`config.mk`:
```
export PLATFORM = sky130hd
export DESIGN_NAME = boot_init_ctrl
export DESIGN_NICKNAME = d
export VERILOG_FILES = /design/src/rtl/boot_init_ctrl.sv
export SDC_FILE = /design/constraint.sdc
export NUM_CORES = 1
export LEC_CHECK = 0
export ABC_AREA = 1
export CORE_MARGIN = 2
export CORE_UTILIZATION = 40
export CTS_CLUSTER_SIZE = 24
export DETAILED_ROUTE_END_ITERATION = 6
export PLACE_DENSITY = 0.9
export SYNTH_ARGS = -nofsm -noshare
export SYNTH_HDL_FRONTEND = slang
export SYNTH_SLANG_ARGS = --single-unit
```
`constraint.sdc`:
```
create_clock -name i_clock -period 3.1 [get_ports i_clock]
set_input_delay 0.62 -clock i_clock [delete_from_list [all_inputs] [get_ports i_clock]]
set_output_delay 0.62 -clock i_clock [all_outputs]
set_load 0.05 [all_outputs]
```
`src/rtl/boot_init_ctrl.sv`:
```
// -----------------------------------------------------------------------------
// boot_init_ctrl
//
// Boot/initialisation controller for the MIPS-32 CPU. After reset release (or a
// start request once the CPU is running) it:
//   1. clears the register file, one register per cycle (indices 0..NUM_REGS-1),
//   2. fills instruction memory with an alternating two-word pattern
//      (even addresses get i_pattern_a, odd addresses get i_pattern_b),
//   3. optionally reads the memory back and compares it (BOOT_VERIFY_EN),
//   4. holds the CPU in reset for HOLD_CYCLES cycles, then releases it.
//
// Configuration macro:
//   BOOT_VERIFY_EN  defined   -> VERIFY state compiled in; a read-back mismatch
//                                parks the block in ERROR with o_boot_error = 1.
//                   undefined -> FILL_IM goes straight to HOLD; o_boot_error
//                                is tied 0 and i_im_rdata is ignored.
//
// Ports:
//   i_clock        rising-edge clock
//   i_reset_n      asynchronous active-low reset; aborts any sequence at once
//   i_start        re-run the full sequence; honoured only in RUN or ERROR
//   i_pattern_a    fill word for even addresses (sampled live every cycle)
//   i_pattern_b    fill word for odd addresses (sampled live every cycle)
//   o_rf_we        register-file write enable
//   o_rf_waddr     register-file write index
//   o_rf_wdata     register-file write data (always zero)
//   o_im_we        instruction-memory write enable
//   o_im_addr      instruction-memory word address (fill and read-back)
//   o_im_wdata     instruction-memory fill word
//   i_im_rdata     instruction-memory read data, one cycle after o_im_addr
//   o_cpu_reset_n  CPU reset, active-low; high only in RUN
//   o_busy         sequence in progress (CLR_RF, FILL_IM, VERIFY, HOLD)
//   o_done         CPU released (RUN)
//   o_boot_error   sticky read-back mismatch flag (cleared by a new start)
//
// All outputs are registered and change only on the rising clock edge (apart
// from the asynchronous clear). Edge 1 after reset release enters CLR_RF.
// -----------------------------------------------------------------------------
module boot_init_ctrl #(
  parameter int unsigned DATA_WIDTH  = 32,
  parameter int unsigned REG_AW      = 6,
  parameter int unsigned NUM_REGS    = 34,
  parameter int unsigned ADDR_WIDTH  = 12,
  parameter int unsigned MEM_WORDS   = 4096,
  parameter int unsigned HOLD_CYCLES = 4
) (
  input  logic                  i_clock,
  input  logic                  i_reset_n,
  input  logic                  i_start,
  input  logic [DATA_WIDTH-1:0] i_pattern_a,
  input  logic [DATA_WIDTH-1:0] i_pattern_b,
  output logic                  o_rf_we,
  output logic [REG_AW-1:0]     o_rf_waddr,
  output logic [DATA_WIDTH-1:0] o_rf_wdata,
  output logic                  o_im_we,
  output logic [ADDR_WIDTH-1:0] o_im_addr,
  output logic [DATA_WIDTH-1:0] o_im_wdata,
  input  logic [DATA_WIDTH-1:0] i_im_rdata,
  output logic                  o_cpu_reset_n,
  output logic                  o_busy,
  output logic                  o_done,
  output logic                  o_boot_error
);

  // ---------------------------------------------------------------------------
  // Counter sizing
  // ---------------------------------------------------------------------------
  // The register index and memory address live in the output registers
  // themselves; r_cnt only counts HOLD cycles and, with read-back enabled,
  // VERIFY cycles (which run one past the last address to drain the read).
`ifdef BOOT_VERIFY_EN
  localparam int unsigned CNT_MAX = (MEM_WORDS > HOLD_CYCLES) ? MEM_WORDS : HOLD_CYCLES;
`else
  localparam int unsigned CNT_MAX = HOLD_CYCLES;
`endif
  localparam int unsigned CNT_W   = $clog2(CNT_MAX + 1);

  localparam logic [REG_AW-1:0]     RF_LAST   = REG_AW'(NUM_REGS - 1);
  localparam logic [ADDR_WIDTH-1:0] IM_LAST   = ADDR_WIDTH'(MEM_WORDS - 1);
  localparam logic [CNT_W-1:0]      HOLD_LAST = CNT_W'(HOLD_CYCLES - 1);
`ifdef BOOT_VERIFY_EN
  // Sweep issues addresses on counts 0..MEM_WORDS-1; the data for the last
  // address arrives on count MEM_WORDS, which is also the exit edge.
  localparam logic [CNT_W-1:0]      VFY_LAST  = CNT_W'(MEM_WORDS);
`endif

  // ---------------------------------------------------------------------------
  // State
  // ---------------------------------------------------------------------------
  typedef enum logic [2:0] {
    StRst,
    StClrRf,
    StFillIm,
    StVerify,
    StHold,
    StRun,
    StError
  } state_e;

  state_e                r_state;
  logic [CNT_W-1:0]      r_cnt;
  logic                  r_rf_we;
  logic [REG_AW-1:0]     r_rf_waddr;
  logic                  r_im_we;
  logic [ADDR_WIDTH-1:0] r_im_addr;
  logic [DATA_WIDTH-1:0] r_im_wdata;
  logic                  r_cpu_reset_n;
  logic                  r_busy;
  logic                  r_done;

  // ---------------------------------------------------------------------------
  // Next-value helpers
  // ---------------------------------------------------------------------------
  logic [REG_AW-1:0]     w_rf_waddr_inc;
  logic [ADDR_WIDTH-1:0] w_im_addr_inc;
  logic [CNT_W-1:0]      w_cnt_inc;
  logic [DATA_WIDTH-1:0] w_fill_word;

  assign w_rf_waddr_inc = r_rf_waddr + REG_AW'(1);
  assign w_im_addr_inc  = r_im_addr + ADDR_WIDTH'(1);
  assign w_cnt_inc      = r_cnt + CNT_W'(1);

  // Word that goes with the next fill address, from the live pattern inputs.
  assign w_fill_word = w_im_addr_inc[0] ? i_pattern_b : i_pattern_a;

`ifdef BOOT_VERIFY_EN
  logic r_boot_error;
  logic r_vfail;
  logic w_vfy_mis;
  logic w_vfy_fail;

  // On count c the read data belongs to address c-1, so an odd count carries
  // an even address (pattern A). Count 0 has no data yet.
  assign w_vfy_mis  = (r_cnt != '0) &&
                      (i_im_rdata != (r_cnt[0] ? i_pattern_a : i_pattern_b));
  assign w_vfy_fail = r_vfail | w_vfy_mis;
`endif

  // ---------------------------------------------------------------------------
  // Controller FSM with registered outputs
  // ---------------------------------------------------------------------------
  always_ff @(posedge i_clock or negedge i_reset_n) begin
    if (!i_reset_n) begin
      r_state       <= StRst;
      r_cnt         <= '0;
      r_rf_we       <= 1'b0;
      r_rf_waddr    <= '0;
      r_im_we       <= 1'b0;
      r_im_addr     <= '0;
      r_im_wdata    <= '0;
      r_cpu_reset_n <= 1'b0;
      r_busy        <= 1'b0;
      r_done        <= 1'b0;
`ifdef BOOT_VERIFY_EN
      r_boot_error  <= 1'b0;
      r_vfail       <= 1'b0;
`endif
    end else begin
      case (r_state)
        StRst: begin
          // First edge out of reset issues the write to register 0.
          r_state    <= StClrRf;
          r_rf_we    <= 1'b1;
          r_rf_waddr <= '0;
          r_busy     <= 1'b1;
        end

        StClrRf: begin
          if (r_rf_waddr == RF_LAST) begin
            r_state    <= StFillIm;
            r_rf_we    <= 1'b0;
            r_rf_waddr <= '0;
            r_im_we    <= 1'b1;
            r_im_addr  <= '0;
            r_im_wdata <= i_pattern_a;
          end else begin
            r_rf_waddr <= w_rf_waddr_inc;
          end
        end

        StFillIm: begin
          if (r_im_addr == IM_LAST) begin
            r_im_we    <= 1'b0;
            r_im_addr  <= '0;
            r_im_wdata <= '0;
            r_cnt      <= '0;
`ifdef BOOT_VERIFY_EN
            r_state    <= StVerify;
            r_vfail    <= 1'b0;
`else
            r_state    <= StHold;
`endif
          end else begin
            r_im_addr  <= w_im_addr_inc;
            r_im_wdata <= w_fill_word;
          end
        end

`ifdef BOOT_VERIFY_EN
        StVerify: begin
          r_cnt <= w_cnt_inc;
          // Park on the last address during the drain cycle.
          if (r_im_addr != IM_LAST) begin
            r_im_addr <= w_im_addr_inc;
          end
          if (r_cnt == VFY_LAST) begin
            r_im_addr <= '0;
            r_cnt     <= '0;
            if (w_vfy_fail) begin
              r_state      <= StError;
              r_boot_error <= 1'b1;
              r_busy       <= 1'b0;
            end else begin
              r_state      <= StHold;
            end
          end else begin
            r_vfail <= w_vfy_fail;
          end
        end
`endif

        StHold: begin
          if (r_cnt == HOLD_LAST) begin
            r_state       <= StRun;
            r_cnt         <= '0;
            r_cpu_reset_n <= 1'b1;
            r_done        <= 1'b1;
            r_busy        <= 1'b0;
          end else begin
            r_cnt <= w_cnt_inc;
          end
        end

        StRun, StError: begin
          // Restart drops the CPU reset on the same edge that starts clearing.
          if (i_start) begin
            r_state       <= StClrRf;
            r_rf_we       <= 1'b1;
            r_rf_waddr    <= '0;
            r_busy        <= 1'b1;
            r_cpu_reset_n <= 1'b0;
            r_done        <= 1'b0;
`ifdef BOOT_VERIFY_EN
            r_boot_error  <= 1'b0;
`endif
          end
        end

        default: begin
          r_state <= StRst;
        end
      endcase
    end
  end

  // ---------------------------------------------------------------------------
  // Outputs
  // ---------------------------------------------------------------------------
  assign o_rf_we       = r_rf_we;
  assign o_rf_waddr    = r_rf_waddr;
  assign o_rf_wdata    = '0;
  assign o_im_we       = r_im_we;
  assign o_im_addr     = r_im_addr;
  assign o_im_wdata    = r_im_wdata;
  assign o_cpu_reset_n = r_cpu_reset_n;
  assign o_busy        = r_busy;
  assign o_done        = r_done;

`ifdef BOOT_VERIFY_EN
  assign o_boot_error  = r_boot_error;
`else
  assign o_boot_error  = 1'b0;

  // Read-back data has no consumer without the verify pass.
  logic w_unused_rdata;
  assign w_unused_rdata = ^i_im_rdata;
`endif

endmodule

```
Word-level counts from Yosys, hierarchy flattened:

Index checks and enable logic that the tools add are counted.

* add/sub/neg operators: 3
* multipliers: 0
* divide/modulo/power cells: 0
* order comparisons: 0
* equal/unequal tests: 12
* shift operators: 0
* multiplexer cells: 29
* bitwise logic cells: 0
* reductions and logical operators: 15

Operator list (number)
* 2-to-1 mux 32 bit: 3
* case mux 32 bit (2 select lines): 1
* 2-to-1 mux 12 bit: 2
* case mux 12 bit (2 select lines): 1
* 2-to-1 mux 3 bit: 6
* case mux 6 bit (3 select lines): 1
* case mux 3 bit (5 select lines): 1
* adder 12 x 1 -> 12 bit (second input constant): 1
* == test 12 bit (second input constant): 1
* 2-to-1 mux 6 bit: 2
* AND reduction 3 bit: 4
* == test 3 bit (second input constant): 3
* inequality test 2 bit (second input constant): 4
* 2-to-1 mux 1 bit: 7
* adder 6 x 1 -> 6 bit (second input constant): 1
* == test 3 x 2 -> 1 bit (second input constant): 2
* == test 6 bit (second input constant): 1
* case mux 1 bit (3 select lines): 2
* case mux 3 bit (2 select lines): 1
* AND reduction 2 bit: 3
* nonzero test 2 bit: 3
* nonzero test 3 bit: 2
* case mux 1 bit (2 select lines): 2
* AND reduction 4 bit: 1
* other kinds (4): 4

* bits in registers: 60
* bits in latches: 0
* bits in writable memories: 0
* memory bits (read-only): 0
* input port bits: 99
* output and inout bits: 88
* logic and storage cells: 68
* memories kept: 0

Longest topological paths before layout:

Gate-level depths: netlist (run 1).

* depth after elaboration: 4
* depth in mapped cells: 10
* gate-level depth less buffers: 9

Worst setup path before layout (run 1):

Ideal clock, no wire load.

* path kind: register to register
* from: register r_im_addr[1], in the netlist o_im_addr[1]
* to: register r_im_wdata[28], in the netlist o_im_wdata[28]
* setup time: 0.118 ns
* arrival: 1.691 ns
* required time: 2.982 ns
* setup slack: 1.291 ns
* cell stages (with the launch flop): 10
* path buffers: 1
* period minus slack after synthesis: 1.809 ns
* cells stage by stage: dfrtp_1 ha_1 nand2_1 nor2_2 nand3_2 buf_2 nand3_1 nand2_1 nand2_1 nand2_1

* longest elaborated chain between the ends: 3

RTL lines
* from (decl): line 105 `logic [ADDR_WIDTH-1:0] r_im_addr;`
* from (signal assigned): line 194 `r_im_addr <= w_im_addr_inc;`
* == test 12 bit: line 182 `if (r_im_addr == IM_LAST) begin`
* 2-to-1 mux 32 bit: line 182
* case mux 32 bit (2 select lines): line 159 `case (r_state)`
* to (signal assigned): line 175 `r_im_wdata <= i_pattern_a;`
* to (signal assigned): line 195 `r_im_wdata <= w_fill_word;`
* to (decl): line 106 `logic [DATA_WIDTH-1:0] r_im_wdata;`

Every way passes these cells.
A chain may end at the register's enable or synchronous reset.

Worst setup path in the final report (run 1):

* from: register r_im_addr[9], in the netlist o_im_addr[9]
* to: output o_im_addr[9]

RTL lines
* to (decl): line 56 `output logic [ADDR_WIDTH-1:0] o_im_addr,`

No word-level cell between the ends.

==> qor.csv, run 1 <==
stage;metric;value;unit
setup_path;Setup CP Type;register to primary output;
timing;setup TNS;0;ns
grt;first-pass GRT wire length;16600;um
setup_path;Data arrival, critical path;1.63;ns
setup_path;worst path cell trace;clkdlybuf4s50_1;
floorplanning;core footprint;9280;um2
placement;dpl ws;0.988;ns
floorplanning;die height;102;um
finish;final std cells w/o fill;824;
synthesis;XOR/XNOR Fraction of Synth Area;1.82;%
clock_network;Sink Count;60;
grt;GR Util All Layers;20.1;%
setup_path;Critical Path Fanout Max;8;
clock_network;post-CTS resize count;0;
grt;vias in the first global route;3584;
placement;gpl congestion;0.824;
clock_network;H-tree lvl count;3;
detailed_routing;DR iter-0 viols;116;
grt;initial antenna violation count;0;
worst_hold_path;min-delay worst type;input port to async pin;
synthesis;largest family of logic cells by synthesized area;simple AND/OR/NAND/NOR gates;
synthesis;Synth Instances;579;
setup_path;RR Endpoint;o_im_wdata[0]$_DFFE_PN0P_;
synthesis;post-synthesis mux area share;0;%
detailed_routing;number of routed nets with antenna violations;0;
clock_network;root buffer cell;clkbuf_8;
clock_network;# Post-CTS Setup Buffers;0;
setup_path;FF-to-FF Start;o_im_addr[1]$_DFFE_PN0P_;
setup_path;startpoint type of the worst setup path;register;
placement;# port buffers;121;
grt;largest net degree at the start of global routing;41;
detailed_routing;DRT Wirelength;9840;um
synthesis;post-synthesis sequential area ratio;39.0;%
placement;placed instance area;5000;um2
timing;final hold violation count;0;
clock_network;clock-pin slew on the worst setup and hold paths;0.06;ns
setup_path;Worst Path Buf+Inv;1;
detailed_routing;first drt pass iteration count;4;
grt;GRT overflow;0;
placement;DP Cell Count;809;
setup_path;R2R Setup Slk;0.98;ns
synthesis;Yosys Warn Count;0;
timing;Tmin final;2.25;ns
synthesis;Post-Synth Adder-Cell Area;1.30;%
timing;Worst Tran Pin Value;0.735;ns
outcome;status;finished clean;
clock_network;CTS tree;yes;
setup_path;Worst path top cell family by delay;buffers and inverters;
run;maxcap violations;0;
synthesis;mapped cell area;3850;um2
setup_path;Crit. End Element;primary output;
detailed_routing;post-DR vias/cell;4.64;
timing;setup repair after global routing missed its margin;no;
synthesis;average size of a mapped cell;6.64;um2
detailed_routing;DR WL/cell;11.9;um
synthesis;Synth Area in Compound Gates;3.64;%
clock_network;clock latency at the later pin of the worst-skew pair;0.32;ns
timing;worst relative slew slack;50.8;%
timing;period utilization;72.5;%
clock_network;Post-CTS Hold Buffers;0;
setup_path;crit path launch;o_im_addr[9]$_DFFE_PN0P_;
timing;clk_skew;0.00542;ns
synthesis;Synth cell types;27;
floorplanning;I/O pin cnt;187;
synthesis;Simple-Gate Fraction of Synth Area;41.2;%
finish;layout cells sized above 1;5.04;%
floorplanning;Initial Util;41.4;%
pwr;power density over cell area;349;nW/um2
detailed_routing;Via Count;3820;
pwr;Leak;2.62;nW
finish;design area;5160;um2
synthesis;area share of the largest cell type after synthesis;39.0;%
synthesis;synthesis-stage register bit count;60;
detailed_routing;DRC;0;
timing;final worst slack;0.852;ns
floorplanning;die area;10400;um2
floorplanning;Die Width;102;um
synthesis;area leader, netlist;dfrtp_1;
pwr;maximum VDD drop;172;uV
finish;Final nets;794;
pwr;total power draw;1.80;mW
setup_path;critical path's slowest cell;clkdlybuf4s50_1;
timing;FMAX;445;MHz
timing;pins over their slew limit;0;
setup_path;path depth of the worst reg2reg path;9;
placement;HPWL Detailed;6980;um
setup_path;WP data required;2.48;ns
timing;Setup-failing EPs final;0;
finish;Layout area overhead;34.2;%
setup_path;Worst path max stage delay;0.84;ns
synthesis;Area contributors post-synth;dfrtp_1, nand2_1, buf_4;
finish;Inserted Diodes;0;
clock_network;clk buf depth;2;
clock_network;Num CTS Buffers;9;
floorplanning;Rows;35;
[layer usage]
metal | part of all wire (%) | track usage [%]
met3 | 6.7 | 6.50
met4 | 1.1 | 5.64
met2 | 50 | 33.8
met5 | 0 | 0
met1 | 43 | 25.0
[power by group]
| part | total (mW) | internal (mW) | switching (mW) |
|---|---|---|---|
| Clock | 0.616 | 0.327 | 0.288 |
| Sequential | 0.817 | 0.804 | 0.0126 |
| Combinational | 0.371 | 0.134 | 0.237 |
| Total | 1.80 | 1.27 | 0.538 |
[through the flow]
step | util [%] | hold WS [ns]
finish | 55.6 | 0.335
global route | 55.6 | 0.362
CTS | 55.6 | 0.358
detailed placement | 53.8 | 0.463
global placement | 53.8 | 0.461
floorplan | - | 0.324
[cell type report]
type	count	area [um2]
Clock buffer	13	159
Timing Repair Buffer	127	1260
Multi-Input combinational cell	466	1970
Tap cell	129	161
Inverter	27	101
Fill cell	909	4120
Sequential cell	60	1500
Clock inverter	2	10.0
[state kept, by name, summed over array words and instances (netlist names)]
register and cells:
o_im_wdata 32, r_cnt 3, r_state 3, o_rf_we 1
o_im_addr 12, o_done 1, o_rf_waddr 6, o_busy 1
o_im_we 1
[worst max path at each step]
stage / end / slack (ns) / cells past startpoint
final: o_im_addr[9] / 0.85 / 1
after global routing: o_rf_waddr[2] / 0.76 / 1
after CTS: o_im_addr[9] / 0.84 / 1
after detailed placement: o_im_wdata[0]$_DFFE_PN0P_ / 0.99 / 9
after global placement: o_im_wdata[0]$_DFFE_PN0P_ / 1.03 / 9
after floorplan: o_im_wdata[28]$_DFFE_PN0P_ / 1.29 / 9
[cells in the mapped netlist, drive strengths merged]
cell    count
o22ai       4
xnor2       2
nand3      50
inv        27
nor2       16
clkbuf      5
or2         1
dfrtp      60
a21oi       2
nor3        1
nand2     323
xor2        6
o21ai      18
o31ai       1
a21boi      1
conb        1
ha          4
nand4       4
buf        53
[cell usage in the layout, fill, tap and decap left out, types with 3 or more instances in the layout]
master | Yosys | layout
buf_4 | 39 | 6
clkbuf_8 | 0 | 11
clkdlybuf4s50_1 | 0 | 119
conb_1 | 1 | 33
dfrtp_1 | 60 | 60
ha_1 | 4 | 4
inv_1 | 22 | 22
inv_2 | 5 | 5
nand2_1 | 320 | 320
nand2_2 | 3 | 3
nand3_1 | 49 | 49
nand4_1 | 4 | 4
nor2_1 | 12 | 12
nor2_2 | 3 | 3
o21ai_0 | 11 | 11
o21ai_1 | 7 | 7
o22ai_1 | 4 | 4
xor2_1 | 6 | 6
[cell families after synthesis]
family	Yosys count
compound gates	26
xor+xnor	8
fa+ha+maj	4
buf+inv	85
flops	60
other cells	1
simple gates	395
(Power assumes the default switching activity.)
==> inputs of run 2 (changes only) <==
clock period = 2.23 ns   (was 3.1 ns; I/O delays follow)
==> qor.csv, run 2 (synthesis gave the netlist of run 1 again) <==
stage;metric;value;unit;change
clock_network;H-tree lvl count;3;;unchanged
finish;layout cells sized above 1;6.13;%;was 5.04%
placement;gpl congestion;0.839;;was 0.824
finish;Final nets;800;;was 794
setup_path;Data arrival, critical path;1.66;ns;was 1.63 ns
timing;pins over their slew limit;0;;unchanged
detailed_routing;met2 WL;4720;um;was 4880 um
timing;worst relative slew slack;56.1;%;was 50.8%
pwr;power density over cell area;519;nW/um2;was 349 nW/um2
setup_path;critical path's slowest cell;clkdlybuf4s50_1;;unchanged
detailed_routing;metal3 WL;713;um;was 656 um
finish;Layout area overhead;37.0;%;was 34.2%
grt;largest net degree at the start of global routing;37;;was 41
finish;most frequent cells in the layout;nand2_1, clkdlybuf4s50_1, dfrtp_1, nand3_1, conb_1;;unchanged
floorplanning;die height;102;um;unchanged
timing;final hold violation count;0;;unchanged
detailed_routing;DRT Wirelength;9740;um;was 9840 um
setup_path;startpoint type of the worst setup path;register;;unchanged
setup_path;R2R Setup Slk;0.37;ns;was 0.98 ns
clock_network;root buffer cell;clkbuf_8;;unchanged
clock_network;CTS tree;yes;;unchanged
setup_path;FF-to-FF Start;o_im_addr[1]$_DFFE_PN0P_;;unchanged
run;maxcap violations;0;;unchanged
setup_path;WP data required;1.78;ns;was 2.48 ns
setup_path;Setup CP Type;register to primary output;;unchanged
pwr;maximum VDD drop;326;uV;was 172 uV
setup_path;RR Endpoint;o_im_wdata[0]$_DFFE_PN0P_;;unchanged
setup_path;worst path cell trace;clkdlybuf4s50_1;;unchanged
outcome;status;finished clean;;unchanged
worst_hold_path;min-delay worst type;input port to async pin;;unchanged
timing;setup TNS;0;ns;unchanged
floorplanning;die area;10400;um2;unchanged
timing;hold_ws;0.126;ns;was 0.335 ns
detailed_routing;Via Count;3765;;was 3820
detailed_routing;number of routed nets with antenna violations;0;;unchanged
finish;fill cell count;882;;was 909
grt;vias in the first global route;3445;;was 3584
detailed_routing;DR iter-0 viols;77;;was 116
setup_path;path depth of the worst reg2reg path;9;;unchanged
floorplanning;Initial Util;41.4;%;unchanged
grt;GRT overflow;0;;unchanged
placement;HPWL Detailed;6960;um;was 6980 um
timing;Worst Tran Pin Value;0.659;ns;was 0.735 ns
floorplanning;Rows;35;;unchanged
grt;GR Util All Layers;19.7;%;was 20.1%
timing;Tmin final;2.11;ns;
detailed_routing;metal1 wirelength;4170;um;was 4200 um
clock_network;Sink Count;60;;unchanged
timing;setup repair after global routing missed its margin;no;;unchanged
timing;FMAX;474;MHz;
floorplanning;Die Width;102;um;unchanged
placement;dpl ws;0.352;ns;was 0.988 ns
clock_network;Post-CTS Hold Buffers;0;;unchanged
detailed_routing;first drt pass iteration count;4;;unchanged
pwr;total power draw;2.74;mW;was 1.80 mW
pwr;Leak;2.68;nW;was 2.62 nW
finish;most common cell after layout, fill and taps aside;nand2_1;;unchanged
clock_network;clock-pin slew on the worst setup and hold paths;0.07;ns;was 0.06 ns
grt;initial antenna violation count;0;;unchanged
timing;clk_skew;0.00594;ns;was 0.00542 ns
floorplanning;core footprint;9280;um2;unchanged
timing;final worst slack;0.121;ns;was 0.852 ns
setup_path;Worst path max stage delay;0.85;ns;was 0.84 ns
clock_network;Num CTS Buffers;9;;unchanged
finish;max FFs per register;32;;unchanged
clock_network;clk buf depth;2;;unchanged
finish;Multi-input gate area;1970;um2;unchanged
detailed_routing;post-DR vias/cell;4.53;;was 4.64
floorplanning;I/O pin cnt;187;;unchanged
setup_path;crit path launch;o_im_addr[9]$_DFFE_PN0P_;;unchanged
clock_network;clock latency at the later pin of the worst-skew pair;0.34;ns;was 0.32 ns
timing;Setup-failing EPs final;0;;unchanged
setup_path;Worst Path Buf+Inv;1;;unchanged
clock_network;# Post-CTS Setup Buffers;0;;unchanged
detailed_routing;DRC;0;;unchanged
setup_path;Setup crit end;o_im_addr[9];;unchanged
setup_path;Critical Path Fanout Max;8;;unchanged
finish;storage element area;1500;um2;unchanged
grt;first-pass GRT wire length;16100;um;was 16600 um
clock_network;post-CTS resize count;0;;unchanged
detailed_routing;DR WL/cell;11.7;um;was 11.9 um
setup_path;Crit. End Element;primary output;;unchanged
timing;period utilization;94.6;%;
finish;Inserted Diodes;0;;unchanged
detailed_routing;DR top layer;met4;;unchanged
setup_path;number of cells on the critical path;1;;unchanged
placement;# port buffers;121;;unchanged
setup_path;Worst path top cell family by delay;buffers and inverters;;unchanged
## run 2: changes by cell type in the layout (fill, tap and decap cells not counted)
cell | before | now
buf_12 | 1 | 2
buf_4 | 6 | 11
bufinv_16 | 0 | 2
clkbuf_1 | 2 | 1
clkbuf_8 | 11 | 10
clkinv_2 | 2 | 3
## run 2: final cells by class
class / instances / area share (%)
clock buffers: 11 / 2.68
clock inverters: 5 / 1.42
inverters: 27 / 1.92
multi-input cells: 466 / 37.4
flip-flops and latches: 60 / 28.5
well taps: 129 / 3.06
repair buffers: 133 / 25.0
## run 2: per-stage QoR
stage,cells,cell area [um2],util [%]
3_5_place_dp,815,5050,54.4
2_1_floorplan,611,3970,-
4_1_cts,831,5270,56.8
6_report,831,5270,56.8
5_1_grt,831,5270,56.8
3_3_place_gp,815,5050,54.4
## run 2: worst reg2reg max path: cells and delay by family (launching register included)
kind                     cells  cell delay (ns)
AND/OR/NAND/NOR              7             0.84
flip-flops                   1             0.40
buffers and inverters        1             0.32
adder cells (fa/ha/maj)      1             0.20
## run 2: how the worst min path moves through the flow
stage	startpoint	end	slack, ns	cells after the start
final	i_reset_n	o_im_addr[6]$_DFFE_PN0P_	0.13	1
after global routing	i_reset_n	o_im_we$_DFFE_PN0P_	0.17	1
after CTS	i_reset_n	o_im_we$_DFFE_PN0P_	0.15	1
after detailed placement	o_im_wdata[22]$_DFFE_PN0P_	o_im_wdata[22]$_DFFE_PN0P_	0.46	2
after global placement	o_busy$_DFFE_PN0P_	o_busy$_DFFE_PN0P_	0.46	2
after floorplan	i_reset_n	o_busy$_DFFE_PN0P_	0.15	0
## run 2: where the power goes
part	total, mW	switching (mW)	internal (mW)	leakage, nW
combinational	0.516	0.328	0.188	1.83
clock	1.08	0.431	0.654	0.113
sequential	1.13	0.0171	1.12	0.734
## run 2: layer usage
| layer | track usage, % | vias to the layer above |
|---|---|---|
| met5 | 0 | - |
| met4 | 6.36 | 0 |
| met3 | 6.77 | 14 |
| met2 | 32.1 | 112 |
| met1 | 24.6 | 1667 |
| li1 | - | 1972 |
